--- src/rtl/memory_system.sv ---
// memory_system: memory-side responder for the CPU bus.
// Serves program ROM, data RAM, output ports and synchronised input ports
// at the byte address held in MAR. A stream loader fills ROM while the CPU is held.
module memory_system #(
  parameter int         ROM_DEPTH   = 128,
  parameter logic [7:0] RAM_BASE    = 8'h80,
  parameter int         RAM_DEPTH   = 96,
  parameter logic [7:0] OUT_BASE    = 8'hE0,
  parameter logic [7:0] IN_BASE     = 8'hF0,
  parameter int         SYNC_STAGES = 2
) (
  input  logic         Clk,
  input  logic         Reset,
  input  logic [7:0]   address,
  input  logic [7:0]   data_in,
  input  logic         write,
  output logic [7:0]   from_memory,
  input  logic [127:0] port_in,
  output logic [127:0] port_out,
  input  logic         ld_start,
  input  logic         ld_valid,
  input  logic [7:0]   ld_data,
  input  logic         ld_last,
  output logic         ld_ready,
  output logic         ld_done,
  output logic         cpu_hold
);

  localparam int PTR_W  = $clog2(ROM_DEPTH);
  localparam int RAM_AW = $clog2(RAM_DEPTH);

  typedef enum logic [1:0] {
    LD_IDLE,
    LD_LOAD,
    LD_DONE
  } ld_state_t;

  ld_state_t          ld_state, ld_state_next;
  logic [PTR_W-1:0]   ld_ptr;
  logic               rom_wr;

  logic [7:0]         rom [ROM_DEPTH];
  logic [7:0]         ram [RAM_DEPTH];
  logic [127:0]       port_out_q;
  logic [127:0]       sync_q [SYNC_STAGES];

  logic [8:0]         addr_ext;
  logic               is_rom, is_ram, is_out, is_in;
  logic [PTR_W-1:0]   rom_idx;
  logic [RAM_AW-1:0]  ram_idx;
  logic [3:0]         out_idx, in_idx;
  logic [7:0]         rd_data;

  assign port_out = port_out_q;

  // Address decode; comparisons are done 9 bits wide so range ends never wrap
  always_comb begin
    addr_ext = {1'b0, address};
    is_rom   = addr_ext < 9'(ROM_DEPTH);
    is_ram   = (addr_ext >= {1'b0, RAM_BASE}) &&
               (addr_ext < ({1'b0, RAM_BASE} + 9'(RAM_DEPTH)));
    is_out   = (addr_ext >= {1'b0, OUT_BASE}) &&
               (addr_ext < ({1'b0, OUT_BASE} + 9'd16));
    is_in    = (addr_ext >= {1'b0, IN_BASE}) &&
               (addr_ext < ({1'b0, IN_BASE} + 9'd16));
    rom_idx  = PTR_W'(address);
    ram_idx  = RAM_AW'(address - RAM_BASE);
    out_idx  = 4'(address - OUT_BASE);
    in_idx   = 4'(address - IN_BASE);
  end

  // Read mux; unmapped addresses return zero
  always_comb begin
    rd_data = 8'h00;
    if (is_rom) begin
      rd_data = rom[rom_idx];
    end else if (is_ram) begin
      rd_data = ram[ram_idx];
    end else if (is_out) begin
      rd_data = port_out_q[{out_idx, 3'b000} +: 8];
    end else if (is_in) begin
      rd_data = sync_q[SYNC_STAGES-1][{in_idx, 3'b000} +: 8];
    end
  end

  // Registered read data, output-port writes and input synchroniser chain
  always_ff @(posedge Clk or negedge Reset) begin
    if (!Reset) begin
      from_memory <= 8'h00;
      port_out_q  <= '0;
      for (int i = 0; i < SYNC_STAGES; i++) begin
        sync_q[i] <= '0;
      end
    end else begin
      from_memory <= rd_data;
      if (write && is_out) begin
        port_out_q[{out_idx, 3'b000} +: 8] <= data_in;
      end
      sync_q[0] <= port_in;
      for (int i = 1; i < SYNC_STAGES; i++) begin
        sync_q[i] <= sync_q[i-1];
      end
    end
  end

  // Memory arrays keep their contents across reset; nonblocking writes give read-first
  always_ff @(posedge Clk) begin
    if (rom_wr) begin
      rom[ld_ptr] <= ld_data;
    end
    if (write && is_ram) begin
      ram[ram_idx] <= data_in;
    end
  end

  // Loader state and fill pointer
  always_ff @(posedge Clk or negedge Reset) begin
    if (!Reset) begin
      ld_state <= LD_IDLE;
      ld_ptr   <= '0;
    end else begin
      ld_state <= ld_state_next;
      if (ld_state == LD_IDLE && ld_start) begin
        ld_ptr <= '0;
      end else if (rom_wr) begin
        ld_ptr <= ld_ptr + 1'b1;
      end
    end
  end

  // Loader next state and handshake outputs; the last ROM slot ends a load even without ld_last
  always_comb begin
    ld_state_next = ld_state;
    ld_ready      = 1'b0;
    ld_done       = 1'b0;
    cpu_hold      = 1'b0;
    rom_wr        = 1'b0;
    case (ld_state)
      LD_IDLE: begin
        if (ld_start) begin
          ld_state_next = LD_LOAD;
        end
      end
      LD_LOAD: begin
        ld_ready = 1'b1;
        cpu_hold = 1'b1;
        if (ld_valid) begin
          rom_wr = 1'b1;
          if (ld_last || ld_ptr == PTR_W'(ROM_DEPTH - 1)) begin
            ld_state_next = LD_DONE;
          end
        end
      end
      LD_DONE: begin
        ld_done       = 1'b1;
        cpu_hold      = 1'b1;
        ld_state_next = LD_IDLE;
      end
      default: begin
        ld_state_next = LD_IDLE;
      end
    endcase
  end

endmodule

--- config.mk ---
export PLATFORM = sky130hd
export DESIGN_NAME = memory_system
export DESIGN_NICKNAME = d
export VERILOG_FILES = /design/src/rtl/memory_system.sv
export SDC_FILE = /design/constraint.sdc
export NUM_CORES = 2
export LEC_CHECK = 0
export CAP_MARGIN = 20
export CORE_UTILIZATION = 45
export DETAILED_ROUTE_END_ITERATION = 10
export PLACE_DENSITY = 0.61
export SETUP_SLACK_MARGIN = 0.15
export SLEW_MARGIN = 20
export SYNTH_ARGS = -nofsm -noshare
export SYNTH_HDL_FRONTEND = slang
export SYNTH_SLANG_ARGS = --single-unit
--- constraint.sdc ---
create_clock -name Clk -period 6.4 [get_ports Clk]
set_clock_uncertainty 0.05 [all_clocks]
set_input_delay 1.28 -clock Clk [delete_from_list [all_inputs] [get_ports Clk]]
set_output_delay 1.28 -clock Clk [all_outputs]
set_load 0.03 [all_outputs]
==> Word-level counts from Yosys, hierarchy flattened <==
Memories as Yosys holds them, arrays and structs flattened.
Index checks and enable logic that the tools add are counted.
{ "totals": {"reg_bits": 401, "latch_bits": 0, "ram_bits": 1792, "romBits": 0, "in_bits": 158, "n_memories": 2} }
{ "op_classes": {"add_sub_neg": 5, "mul": 0, "div_mod_pow": 0, "magnitude_cmp": 6, "eq_ne": 6, "shift": 4, "muxes": 20, "bitwise_logic": 0, "n_reduce_logical": 10} }
{ "mem_list": {"columns": ["memory", "words", "width", "read_ports", "rd_ports_with_merged_regs", "write_ports", "line", "source"], "rows": [
  ["rom", 128, 8, 1, 0, 1, "42", "logic [7:0] rom [ROM_DEPTH];"],
  ["ram", 96, 8, 1, 0, 1, "43", "logic [7:0] ram [RAM_DEPTH];"]
]} }
{ "op_table": {"columns": ["operator", "n"], "rows": [
  ["$shiftx 128x8->8", 2],
  ["$bwmux 128", 1],
  ["$shift 8x9->128 const A", 1],
  ["$shiftx 8x9->128", 1],
  ["$mux 8", 4],
  ["$ge 8x8->1 const B", 3],
  ["$lt 8x8->1 const B", 3],
  ["$mux 7", 2],
  ["$mux 1", 9],
  ["$neg 7->9", 1],
  ["$sub 4x1->4 const B", 2],
  ["$add 7x1->7 const B", 1],
  ["$eq 7x7->1 const B", 1],
  ["$sub 7x1->7 const B", 1],
  ["$mux 2", 3],
  ["$ne 2x2->1 const B", 3],
  ["$logic_and 1x1->1", 5],
  ["$pmux 2 s2", 1],
  ["$reduce_and 3->1", 1],
  ["$eq 2x1->1 const B", 1],
  ["$eq 2x2->1 const B", 1],
  ["$logic_not 2->1", 1],
  ["$reduce_bool 2->1", 1],
  ["$reduce_or 2->1", 1],
  ["$logic_or 1x1->1", 1]
]} }

==> Longest topological paths before layout <==
{ "depth": {"depth_word": 6, "mapped_depth": 15, "ltp_nobuf": 9} }

==> Worst setup path after synthesis <==
OpenSTA, ideal clock, no wires.
{ "synth_path": {"path_type": "input to register", "from": "input address[0]", "to": "register port_out_q[48], in the netlist port_out[48]", "setup_time_ns": 0.125, "t_arrival_ns": 3.929, "path_slack_ns": 2.296, "cell_stages": 14, "n_path_buf": 6, "path_cell_list": "buf_2 buf_4 inv_1 buf_2 buf_2 buf_2 buf_2 ha_1 nor2b_1 nand2_1 o21ai_0 nand2_1 nor3_2 mux2_2"} }
{ "synth_via": {"elab_chain_cells": 4, "elab_cells_between_ends": 9} }
{ "synth_lines": {"columns": ["element", "line", "source"], "rows": [
  ["from (decl)", "14", "input logic [7:0] address,"],
  ["$sub 4x1->4", "68", "out_idx = 4'(address - OUT_BASE);"],
  ["$neg 7->9", "97", "port_out_q[{out_idx, 3'b000} +: 8] <= data_in;"],
  ["$shiftx 8x9->128 / $shift 8x9->128 (equally long branches)", "97", null],
  ["$bwmux 128", "97", null],
  ["to (signal, indexed assignment)", "97", null],
  ["to (decl)", "44", "logic [127:0] port_out_q;"]
]} }
Parallel ways exist; a longest one is shown, timed or not.
A chain may end at the register's enable or synchronous reset.

==> Worst setup path after layout <==
{ "layout_path": {"from": "input address[5]", "to": "register from_memory[6]"} }
{ "layout_via": {"elab_chain_cells": 5, "elab_cells_between_ends": 15} }
{ "layout_lines": {"columns": ["element", "line", "source"], "rows": [
  ["parallel branches: the longest is 4 deep, another holds $mem_v2 96x8", null, null],
  ["$mux 8 *", "75", "if (is_rom) begin"],
  ["via rd_data[6]", "52", "logic [7:0] rd_data;"],
  ["to (signal assigned)", "95", "from_memory <= rd_data;"],
  ["to (decl)", "17", "output logic [7:0] from_memory,"]
]} }
Mark *: on every way through the listed nets, which the timed path passes.

==> flow_summary.ini <==
[critical_path]
max_stage_delay_ps = 930
cp.required_ps = 7140
path_cells = clkdlybuf4s50_1 > inv_1 > nor2_1 > nand2_1 > a21oi_1 > nor4_1 > a41oi_1 > or4_1
startpoint_type = input port
worstPathArrival_ps = 5400
crit_family = simple AND/OR/NAND/NOR gates
worst_path_max_delay_cell = nor2_1
crit_buf_inv = 2
critical_path_class = in2reg
worstPathMaxFanout = 12
cp-end-kind = flop

[detailed_routing]
drt_iter0_drc = 7804
vias = 51700
drtPass1Iterations = 7
wl_per_cell_um = 35.2
wirelength_um = 283000
post-route-drc-count = 0
via_per_inst = 6.42
final_antenna_net_count = 0

[cts]
clock-sinks = 2193
clk_pin_slew_ps = 60
ctsHoldBuffers = 0
worstSkewPairLatency_ps = 840
post_cts_buffers = 0
ctsHtreeMaxLevel = 4
cts_made_buffers = 212
cts.repair.resized = 0
cts_tree = built
cts_buffer_depth = 3
clockRootBuffer = clkbuf_16

[global_route]
grt_max_degree = 166
grtUsageTotal = 0.296
gr-total-overflow = 0
grt_pass1_wl_um = 390000
antenna_found_initial = 14
grt_pass1_vias = 49600

[floorplan]
dieHeight_um = 435
core_mm2 = 0.186
initial_core_util = 0.453
dieArea_mm2 = 0.189
io_pins = 297
die_w_um = 435
rows = 158

[timing]
rsz0062_at_grt = no
setup_violations = 0
final_max_slew_viol_count = 0
hold_slack_ps = 294
finalSetupTns_ps = 0
fin_ws_ps = 1740
hold_viol_final = 0
period_needed_ps = 4660
finalCritPeriodShare = 0.728
slew_headroom = 0.177
worstMarginPinSlew_ps = 1230
fmax_ghz = 0.215

[placed_design]
dpl.hpwl_um = 177000
place_ws_ps = 1080
portBuffers = 296
gp_congestion = 0.925

[cells_and_area]
layout-drive-gt1-share = 0.172
syn2layout_area_growth_pct = 16.1
nets = 5558

[logic_synthesis]
yosysSeqAreaShare = 0.758
avgSynthCellArea_um2 = 16.8
synth.top_cell.area_share = 0.639
yosysTopAreaCell = edfxtp_1
ys_types = 83
yosysWarnings = 0
ys_ff_latch = 2193
synth_area_mm2 = 0.0842
synth-async-reset-ratio = 0.183
synth_edf_count = 1792
yosysMostFrequentCell = edfxtp_1
ys.flop_type = edfxtp_1
synth_cells = 5004
synth_common_cells = 1792 x edfxtp_1, 401 x dfrtp_1, 358 x nor2_1
synth_area_leaders = edfxtp_1 64%, dfrtp_1 12%, mux2_2 3.7%
synth_nets = 5170

[power]
ir_drop_mv = 0.235
p_leak_nw = 33.0
power.density_mw_per_mm2 = 312

[worst_hold_path]
hp-class = reg2reg

[outcome]
status = completed

[run]
max_cap_viol_count = 0
==> layer usage <==
layer	wire length [um]	GRT usage
met4	13600	0.128
met2	131000	0.458
met1	107000	0.401
met5	188	0
met3	31400	0.0686
==> metrics by stage <==
| stage | cell area (um^2) | util | instances | power [mW] |
|---|---|---|---|---|
| 4_1_cts | 97700 | 0.526 | 8050 | 30.5 |
| 5_1_grt | 97700 | 0.526 | 8053 | 31.2 |
| 2_1_floorplan | 84200 | - | 5004 | 16.9 |
| 3_5_place_dp | 90700 | 0.488 | 7657 | 18.1 |
| 3_3_place_gp | 90700 | 0.488 | 7656 | 18.1 |
| 6_report | 97700 | 0.526 | 8057 | 30.5 |
==> layout by cell type (no fill, tap or decap), types with 26 or more instances in the layout <==
cell / n
buf_4: 217
nand2_1: 221
nand3_1: 41
edfxtp_1: 1792
mux2_2: 279
clkdlybuf4s50_1: 274
mux2i_1: 211
a22o_1: 40
a31oi_1: 36
mux4_2: 69
clkinv_2: 29
dfrtp_1: 401
o221ai_1: 26
a22oi_1: 164
a21oi_1: 156
clkbuf_16: 216
a221oi_1: 189
o21ai_0: 157
a221o_1: 78
clkbuf_1: 64
o211ai_1: 33
nor2_1: 353
o2bb2ai_1: 51
==> flip-flops by register name, summed over array words and instances (netlist names) <==
name	count
from_memory	8
ld_ptr	7
ld_state	2
port_out	128
ram	768
rom	1024
sync_q	256
==> kinds of logic after synthesis <==
group	share of synthesized area
AND/OR/NAND/NOR	0.0413
buffers and inverters	0.0207
flip-flops	0.758
XOR/XNOR	0.000936
multiplexers	0.0818
adder cells (fa/ha/maj)	0.00119
AO/OA/AOI/OAI	0.0957
==> cell type report <==
type,instances,area (um^2)
multi-input combinational,2449,18700
clock buffer,306,6000
inverter,15,66.3
tap,2480,3100
antenna,6,15.0
sequential,2193,63800
timing repair buffer,521,4940
clock inverter,87,1000
fill,14900,87900
==> where the power goes <==
group / total [mW] / switching (mW) / leakage, nW / internal (mW)
Clock: 12.6 / 5.43 / 3.41 / 7.20
Combinational: 2.14 / 1.50 / 8.51 / 0.636
Sequential: 15.7 / 0.116 / 21.1 / 15.6
==> final timing paths <==
path,to,slack [ps],depth (start not counted),start
worst max-delay path,from_memory[6]$_DFF_PN0_,1740,8,address[5]
worst min-delay path,sync_q[49]$_DFF_PN0_,290,0,sync_q[177]$_DFF_PN0_
worst max register to register,rom[9][2]$_DFFE_PP_,2770,5,ld_state[1]$_DFFE_PN0P_
worst min register to register,sync_q[49]$_DFF_PN0_,290,0,sync_q[177]$_DFF_PN0_
max in group asynchronous,sync_q[120]$_DFF_PN0_,4440,2,Reset
min in group asynchronous,sync_q[150]$_DFF_PN0_,360,1,Reset
(Power assumes the default switching activity.)
